$ cat src/rtl/mc_control_fsm.sv
// mc_control_fsm
//   Main control FSM of the multicycle RV32I core. Walks the shared datapath
//   through fetch / decode / execute / memory / writeback, drives every mux
//   select and write enable, stalls on the unified memory's ready handshake,
//   traps on unsupported opcodes and counts retired instructions.
//
// Ports
//   clk, reset            core clock, synchronous active-high reset
//   Op, Funct3            instruction register fields (sampled in DECODE/BRANCH)
//   Zero                  ALU zero flag (branch resolution)
//   MemReady              memory completed the current access this cycle
//   PCWrite, IRWrite      PC load / IR+OldPC load enables
//   AdrSrc                memory address select (0 PC, 1 ALUOut)
//   MemWrite, RegWrite    data memory write strobe / register file write enable
//   ResultSrc             00 ALUOut, 01 Data, 10 ALUResult
//   ALUSrcA               00 PC, 01 OldPC, 10 RD1
//   ALUSrcB               00 RD2, 01 ImmExt, 10 constant 4
//   ALUOp                 00 add, 01 subtract, 10 funct decode
//   IllegalOp             high while parked in TRAP
//   InstRetired           32-bit wrapping count of completed instructions
module mc_control_fsm (
  input  logic        clk,
  input  logic        reset,
  input  logic [6:0]  Op,
  input  logic [2:0]  Funct3,
  input  logic        Zero,
  input  logic        MemReady,
  output logic        PCWrite,
  output logic        IRWrite,
  output logic        AdrSrc,
  output logic        MemWrite,
  output logic        RegWrite,
  output logic [1:0]  ResultSrc,
  output logic [1:0]  ALUSrcA,
  output logic [1:0]  ALUSrcB,
  output logic [1:0]  ALUOp,
  output logic        IllegalOp,
  output logic [31:0] InstRetired
);

  localparam logic [3:0] S_FETCH    = 4'd0;
  localparam logic [3:0] S_DECODE   = 4'd1;
  localparam logic [3:0] S_MEMADR   = 4'd2;
  localparam logic [3:0] S_MEMREAD  = 4'd3;
  localparam logic [3:0] S_MEMWB    = 4'd4;
  localparam logic [3:0] S_MEMWRITE = 4'd5;
  localparam logic [3:0] S_EXECR    = 4'd6;
  localparam logic [3:0] S_EXECI    = 4'd7;
  localparam logic [3:0] S_ALUWB    = 4'd8;
  localparam logic [3:0] S_BRANCH   = 4'd9;
  localparam logic [3:0] S_JAL      = 4'd10;
  localparam logic [3:0] S_TRAP     = 4'd11;

  localparam logic [6:0] OP_LOAD   = 7'b0000011;
  localparam logic [6:0] OP_STORE  = 7'b0100011;
  localparam logic [6:0] OP_RTYPE  = 7'b0110011;
  localparam logic [6:0] OP_ITYPE  = 7'b0010011;
  localparam logic [6:0] OP_BRANCH = 7'b1100011;
  localparam logic [6:0] OP_JAL    = 7'b1101111;

  logic [3:0]  state_q, state_d;
  logic [31:0] retired_q, retired_d;
  // Load/store choice is captured in DECODE because Op is not guaranteed
  // stable once the FSM has left DECODE.
  logic        store_q, store_d;
  logic [3:0]  out_state;

  // ---------------- next state / counters ----------------
  always_comb begin
    state_d   = state_q;
    store_d   = store_q;
    retired_d = retired_q;
    case (state_q)
      S_FETCH:    if (MemReady) state_d = S_DECODE;
      S_DECODE: begin
        store_d = (Op == OP_STORE);
        case (Op)
          OP_LOAD, OP_STORE: state_d = S_MEMADR;
          OP_RTYPE:          state_d = S_EXECR;
          OP_ITYPE:          state_d = S_EXECI;
          OP_BRANCH:         state_d = (Funct3[2:1] == 2'b00) ? S_BRANCH : S_TRAP;
          OP_JAL:            state_d = S_JAL;
          default:           state_d = S_TRAP;
        endcase
      end
      S_MEMADR:   state_d = store_q ? S_MEMWRITE : S_MEMREAD;
      S_MEMREAD:  if (MemReady) state_d = S_MEMWB;
      S_MEMWB:    state_d = S_FETCH;
      S_MEMWRITE: if (MemReady) state_d = S_FETCH;
      S_EXECR:    state_d = S_ALUWB;
      S_EXECI:    state_d = S_ALUWB;
      S_ALUWB:    state_d = S_FETCH;
      S_BRANCH:   state_d = S_FETCH;
      S_JAL:      state_d = S_ALUWB;
      S_TRAP:     state_d = S_TRAP;
      default:    state_d = S_TRAP;
    endcase
    // Every retiring path ends with a transition back into FETCH; only
    // FETCH itself (stalling) and reset can also land there.
    if (state_d == S_FETCH && state_q != S_FETCH)
      retired_d = retired_q + 32'd1;
  end

  always_ff @(posedge clk) begin
    if (reset) begin
      state_q   <= S_FETCH;
      store_q   <= 1'b0;
      retired_q <= 32'd0;
    end else begin
      state_q   <= state_d;
      store_q   <= store_d;
      retired_q <= retired_d;
    end
  end

  // ---------------- output decode ----------------
  // While reset is high the outputs show FETCH's selects, so the datapath
  // sees a clean fetch the moment reset drops.
  assign out_state = reset ? S_FETCH : state_q;

  always_comb begin
    PCWrite   = 1'b0;
    IRWrite   = 1'b0;
    AdrSrc    = 1'b0;
    MemWrite  = 1'b0;
    RegWrite  = 1'b0;
    ResultSrc = 2'b00;
    ALUSrcA   = 2'b00;
    ALUSrcB   = 2'b00;
    ALUOp     = 2'b00;
    IllegalOp = 1'b0;
    case (out_state)
      S_FETCH: begin
        ALUSrcB   = 2'b10;
        ResultSrc = 2'b10;
        IRWrite   = MemReady;
        PCWrite   = MemReady;
      end
      S_DECODE: begin
        ALUSrcA = 2'b01;
        ALUSrcB = 2'b01;
      end
      S_MEMADR: begin
        ALUSrcA = 2'b10;
        ALUSrcB = 2'b01;
      end
      S_MEMREAD:  AdrSrc = 1'b1;
      S_MEMWB: begin
        ResultSrc = 2'b01;
        RegWrite  = 1'b1;
      end
      S_MEMWRITE: begin
        AdrSrc   = 1'b1;
        MemWrite = 1'b1;
      end
      S_EXECR: begin
        ALUSrcA = 2'b10;
        ALUOp   = 2'b10;
      end
      S_EXECI: begin
        ALUSrcA = 2'b10;
        ALUSrcB = 2'b01;
        ALUOp   = 2'b10;
      end
      S_ALUWB:    RegWrite = 1'b1;
      S_BRANCH: begin
        ALUSrcA = 2'b10;
        ALUOp   = 2'b01;
        // beq (funct3[0]=0) taken on Zero, bne (funct3[0]=1) on !Zero
        PCWrite = Zero ^ Funct3[0];
      end
      S_JAL: begin
        ALUSrcA = 2'b01;
        ALUSrcB = 2'b10;
        PCWrite = 1'b1;
      end
      S_TRAP:     IllegalOp = 1'b1;
      default:    IllegalOp = 1'b1;
    endcase
    if (reset) begin
      PCWrite  = 1'b0;
      IRWrite  = 1'b0;
      RegWrite = 1'b0;
      MemWrite = 1'b0;
    end
  end

  assign InstRetired = retired_q;

endmodule

$ cat config.mk
export PLATFORM = sky130hd
export DESIGN_NAME = mc_control_fsm
export DESIGN_NICKNAME = d
export VERILOG_FILES = /design/src/rtl/mc_control_fsm.sv
export SDC_FILE = /design/constraint.sdc
export NUM_CORES = 1
export LEC_CHECK = 0
export ABC_AREA = 1
export CORE_UTILIZATION = 53
export CTS_BUF_LIST = sky130_fd_sc_hd__clkbuf_8
export DETAILED_ROUTE_END_ITERATION = 7
export PLACE_DENSITY = 0.83
export SYNTH_ARGS = -nofsm -noshare
export SYNTH_HDL_FRONTEND = slang
export SYNTH_SLANG_ARGS = --single-unit
$ cat constraint.sdc
create_clock -name clk -period 1.7 [get_ports clk]
set_input_delay 0.34 -clock clk [delete_from_list [all_inputs] [get_ports clk]]
set_output_delay 0.34 -clock clk [all_outputs]
set_load 0.03 [all_outputs]
==> results of run 1 <==
-- through the flow --
step | util | std cells
3_3_place_gp | 0.7590 | 610
2_1_floorplan | - | 448
4_1_cts | 0.8603 | 636
3_5_place_dp | 0.7590 | 610
-- timing repair --
item,CTS
setup buffers,14
endpoints found under the setup margin,72
gates cloned,5
hold buffers,0
pin swaps,31
resized for setup,129
-- per-layer routing --
layer	GRT overflow	track usage
met3	3	0.6091
met2	125	1.079
met1	0	0.7963
met4	64	0.9956
met5	1	0.1414
-- synth_stat cells, drive strengths merged --
cell | count | share of area
ha | 1 | 0.0046
xnor2 | 5 | 0.016
clkinv | 1 | 0.0014
or2 | 1 | 0.0023
and3 | 1 | 0.0023
nor2 | 82 | 0.13
inv | 31 | 0.044
o21a | 2 | 0.0056
nor3 | 3 | 0.0056
clkbuf | 4 | 0.0056
nand2 | 159 | 0.23
nand3b | 16 | 0.045
nand4 | 4 | 0.0093
nor4 | 1 | 0.0023
nand3 | 40 | 0.078
o21ai | 6 | 0.011
o211ai | 2 | 0.0056
xor2 | 9 | 0.029
o22ai | 1 | 0.0023
buf | 9 | 0.035
a21oi | 32 | 0.060
dfxtp | 37 | 0.28
a21boi | 1 | 0.0028
-- cell families after synthesis --
logic type               synth area share
adder cells (fa/ha/maj)          0.004648
buffers and inverters             0.08601
XOR/XNOR                          0.04556
AND/OR/NAND/NOR                    0.5016
AO/OA/AOI/OAI                     0.08693
flip-flops                         0.2752
==> flow_summary.json, run 1 <==
{
  "grt.overflow.total": 193,
  "stop_error": "[ERROR GRT-0232] Routing congestion too high. Check the congestion heatmap in the GUI.",
  "portBuffers": 59,
  "rows": 25,
  "synth_nets": 463,
  "haltStage": "global routing",
  "netlist_instances": 448,
  "grt_usage": 0.8442,
  "clkSinkCount": 37,
  "worst-ep-kind": "top-level output",
  "cts_buffers": 5,
  "htreeDepth": 2,
  "dpl_worst_slack_ps": -805.6,
  "die_h_microns": 73.26,
  "cts_root_buf": "clkbuf_8",
  "yosys_warnings": 0,
  "synth-seq-area-share": 0.2752,
  "synth_seq_cells": 37,
  "hpwl_mm": 6.297,
  "netlist_area_sq_um": 2691,
  "status": "did not finish",
  "syn_area_per_cell_sq_um": 6.007,
  "gp_congestion": 0.9170,
  "clock_path_buffers": 2,
  "die_w_microns": 73.26,
  "io_pins": 60,
  "floorplan.initialDensity": 0.5587,
  "placed_cell_area_sq_um": 3656,
  "worstEndpointGrtRepair": "IllegalOp",
  "grt_max_degree": 23,
  "synth_cell_types": 32
}
==> inputs of run 2 (changes only) <==
--- a/config.mk
+++ b/config.mk
@@ -6,10 +6,9 @@
 export NUM_CORES = 1
 export LEC_CHECK = 0
 export ABC_AREA = 1
-export CORE_UTILIZATION = 53
-export CTS_BUF_LIST = sky130_fd_sc_hd__clkbuf_8
+export CORE_UTILIZATION = 40
 export DETAILED_ROUTE_END_ITERATION = 7
-export PLACE_DENSITY = 0.83
+export PLACE_DENSITY_LB_ADDON = 0.15
 export SYNTH_ARGS = -nofsm -noshare
 export SYNTH_HDL_FRONTEND = slang
 export SYNTH_SLANG_ARGS = --single-unit
==> run 2 against run 1 <==
- the flow now finishes, with violations (setup timing)
- synthesized cell count unchanged
- synthesized area unchanged
==> flow_summary.json, run 2 <==
{
  "status": "finished, violations left",
  "violations": "setup timing",
  "required_ps": 1360,
  "hold_ws_ps": 476.2,
  "relSlewSlack": 0.7177,
  "stdcell_count": 652,
  "synth_cell_types": 32,
  "drtIter0Drc": 371,
  "dp.cells": 617,
  "final_common_cell": "nand2_1",
  "max_freq_mhz": 521.4,
  "synth_seq_cells": 37,
  "crit_buf_inv": 1,
  "ys_top_cells_by_area": "dfxtp_1, nand2_1, nor2_1, nand3_1, a21oi_1",
  "crit_family": "simple AND/OR/NAND/NOR gates",
  "layout_setup_ws_ps": -218.0,
  "p_int_mw": 2.815,
  "hold_violations": 0,
  "synth-async-reset-ratio": 0,
  "combPwrFrac": 0.678,
  "largest_reg_flops": 32,
  "critPathMaxFanout": 6,
  "grt_pass1_wl_mm": 13.88,
  "ys.flop_type": "dfxtp_1",
  "clock_path_buffers": 2,
  "synth-seq-area-share": 0.2752,
  "die_w_microns": 84.03,
  "worstMarginPinSlew_ps": 421.9,
  "grt_usage": 0.2431,
  "crit_chain": "nor2_4 > nor2_1 > nand3_1 > nand3_2 > nor4_4 > buf_4",
  "cts_root_buf": "clkbuf_8",
  "nFillCells": 593,
  "synth-edff-count": 0,
  "finalSetupViolations": 46,
  "arrival_ps": 1580,
  "syn_to_final_growth_pct": 57.55,
  "grt_max_degree": 31,
  "cts_tree": "built",
  "max-vdd-ir-drop_mv": 0.7502,
  "grt_pass1_vias": 2960,
  "period_minus_slack_ps": 1918,
  "antenna_found_initial": 0,
  "yosys.area.top_type_share": 0.2752,
  "synth_area_leader_cell": "dfxtp_1",
  "clock_latency_ps": 300,
  "p_clk_frac": 0.122,
  "seqPwrFrac": 0.199,
  "wirelength_mm": 9.618,
  "skew_ps": 3.541,
  "critPathMaxStageDelay_ps": 350,
  "cp-end-kind": "output pin",
  "io_pins": 60,
  "period_share": 1.128,
  "hpwl_mm": 6.048,
  "core_area_sq_um": 6422,
  "floorplan.initialDensity": 0.4191,
  "cp_slowest_cell": "dfxtp_2",
  "p_per_area_nw_per_um2": 1202,
  "netlist_instances": 448,
  "drt_pre_antenna_iters": 6,
  "rsz0062_at_grt": "yes",
  "yosys_warnings": 0,
  "power_switching_mw": 2.282,
  "path_clk_slew_ps": 80,
  "vias_per_cell": 5.264,
  "antenna_cells": 0,
  "p_leak_nw": 1.883,
  "p_sw_frac": 0.4476,
  "drv_cap": 0,
  "cts_buffers": 5,
  "min_path_type": "in -> reg",
  "portBuffers": 59,
  "drive_above_1_share": 0.2835,
  "synth_commonest_cells": "nand2_1, nor2_1, nand3_1, dfxtp_1, a21oi_1",
  "fin_nets": 589,
  "syn_area_per_cell_sq_um": 6.007,
  "drv_slew": 0,
  "ctsHoldBuffers": 0,
  "gp_congestion": 0.9177,
  "route.detailed.drc": 0,
  "layout_common_cells": "nand2_1, nor2_1, buf_4",
  "start_kind": "register",
  "htreeDepth": 2,
  "clkSinkCount": 37,
  "via_count": 3432,
  "synth_nets": 463,
  "die-area_sq_um": 7060,
  "rows": 29,
  "crit_type": "reg -> out",
  "netlist_area_sq_um": 2691,
  "wl_per_cell_microns": 14.75,
  "drtAntennaViolNets": 0,
  "die_h_microns": 84.03,
  "yosysMostFrequentCell": "nand2_1",
  "grt.overflow.total": 0
}
==> run 2: cell counts after synthesis <==
Identical to the previous run, type by type.
==> run 2: cell type report <==
type	instances	area (sq um)	area share
Multi-Input combinational cell	368	1977	0.4662
Timing Repair Buffer	130	1202	0.2836
Inverter	32	126.4	0.02980
Sequential cell	37	755.7	0.1782
Tap cell	77	96.34	0.02272
Clock inverter	2	10.01	0.002361
Clock buffer	6	72.57	0.01711
==> run 2: kinds of logic after synthesis <==
| group | count (synthesis) | synth area share |
|---|---|---|
| buf+inv | 45 | 0.08601 |
| compound gates | 44 | 0.08693 |
| flops | 37 | 0.2752 |
| xor+xnor | 14 | 0.04556 |
| simple gates | 307 | 0.5016 |
| fa+ha+maj | 1 | 0.004648 |
==> run 2: power groups by stage <==
stage / combinational [mW] / clock [mW] / sequential, mW
6_report: 3.46 / 0.623 / 1.02
5_1_grt: 3.61 / 0.667 / 1.02
2_1_floorplan: 1.40 / 0 / 1.02
3_3_place_gp: 1.89 / 0 / 0.998
3_5_place_dp: 1.91 / 0 / 0.999
4_1_cts: 2.22 / 0.636 / 0.993
==> run 2: routing by layer <==
layer,part of all wire,GRT usage
met1,0.43,0.3237
met2,0.48,0.4031
met3,0.056,0.02671
met4,0.030,0.09091
met5,0,0
==> run 2: tightest hold or removal path: stages <==
cell and delay, ps:
dlymetal6s2s_1 100, nor2_1 50, o21ai_0 160, a21oi_1 80
==> run 2: through the flow <==
| step | util | area, sq um | setup TNS (ps) | power (mW) | setup slack (ps) |
|---|---|---|---|---|---|
| final | 0.6602 | 4240 | -3739 | 5.097 | -218.0 |
| after global routing | 0.6602 | 4240 | -7095 | 5.296 | -271.5 |
| after CTS | 0.5973 | 3836 | -1340 | 3.852 | -192.0 |
| after detailed placement | 0.5638 | 3621 | -13110 | 2.914 | -597.0 |
| after global placement | 0.5638 | 3621 | -11460 | 2.890 | -509.3 |
| after floorplan | - | 2721 | -75.81 | 2.420 | -75.81 |
==> run 2: worst paths after layout <==
path / slack (ps) / endpoint / cells after the start / from
worst max register to register: -130 / InstRetired[24] / 12 / state_q[3]
worst min register to register: 490 / InstRetired[31] / 2 / InstRetired[31]
worst min-delay path: 480 / state_q[0] / 4 / Op[5]
worst max-delay path: -220 / IllegalOp / 6 / state_q[3]
==> run 2: timing repair <==
action	CTS	global route
cloned	0	5
setup endpoints to repair	48	47
pin swaps	11	22
gates resized for setup	65	53
buffers inserted	9	14
Note: power is estimated with default switching activity, not from simulation.
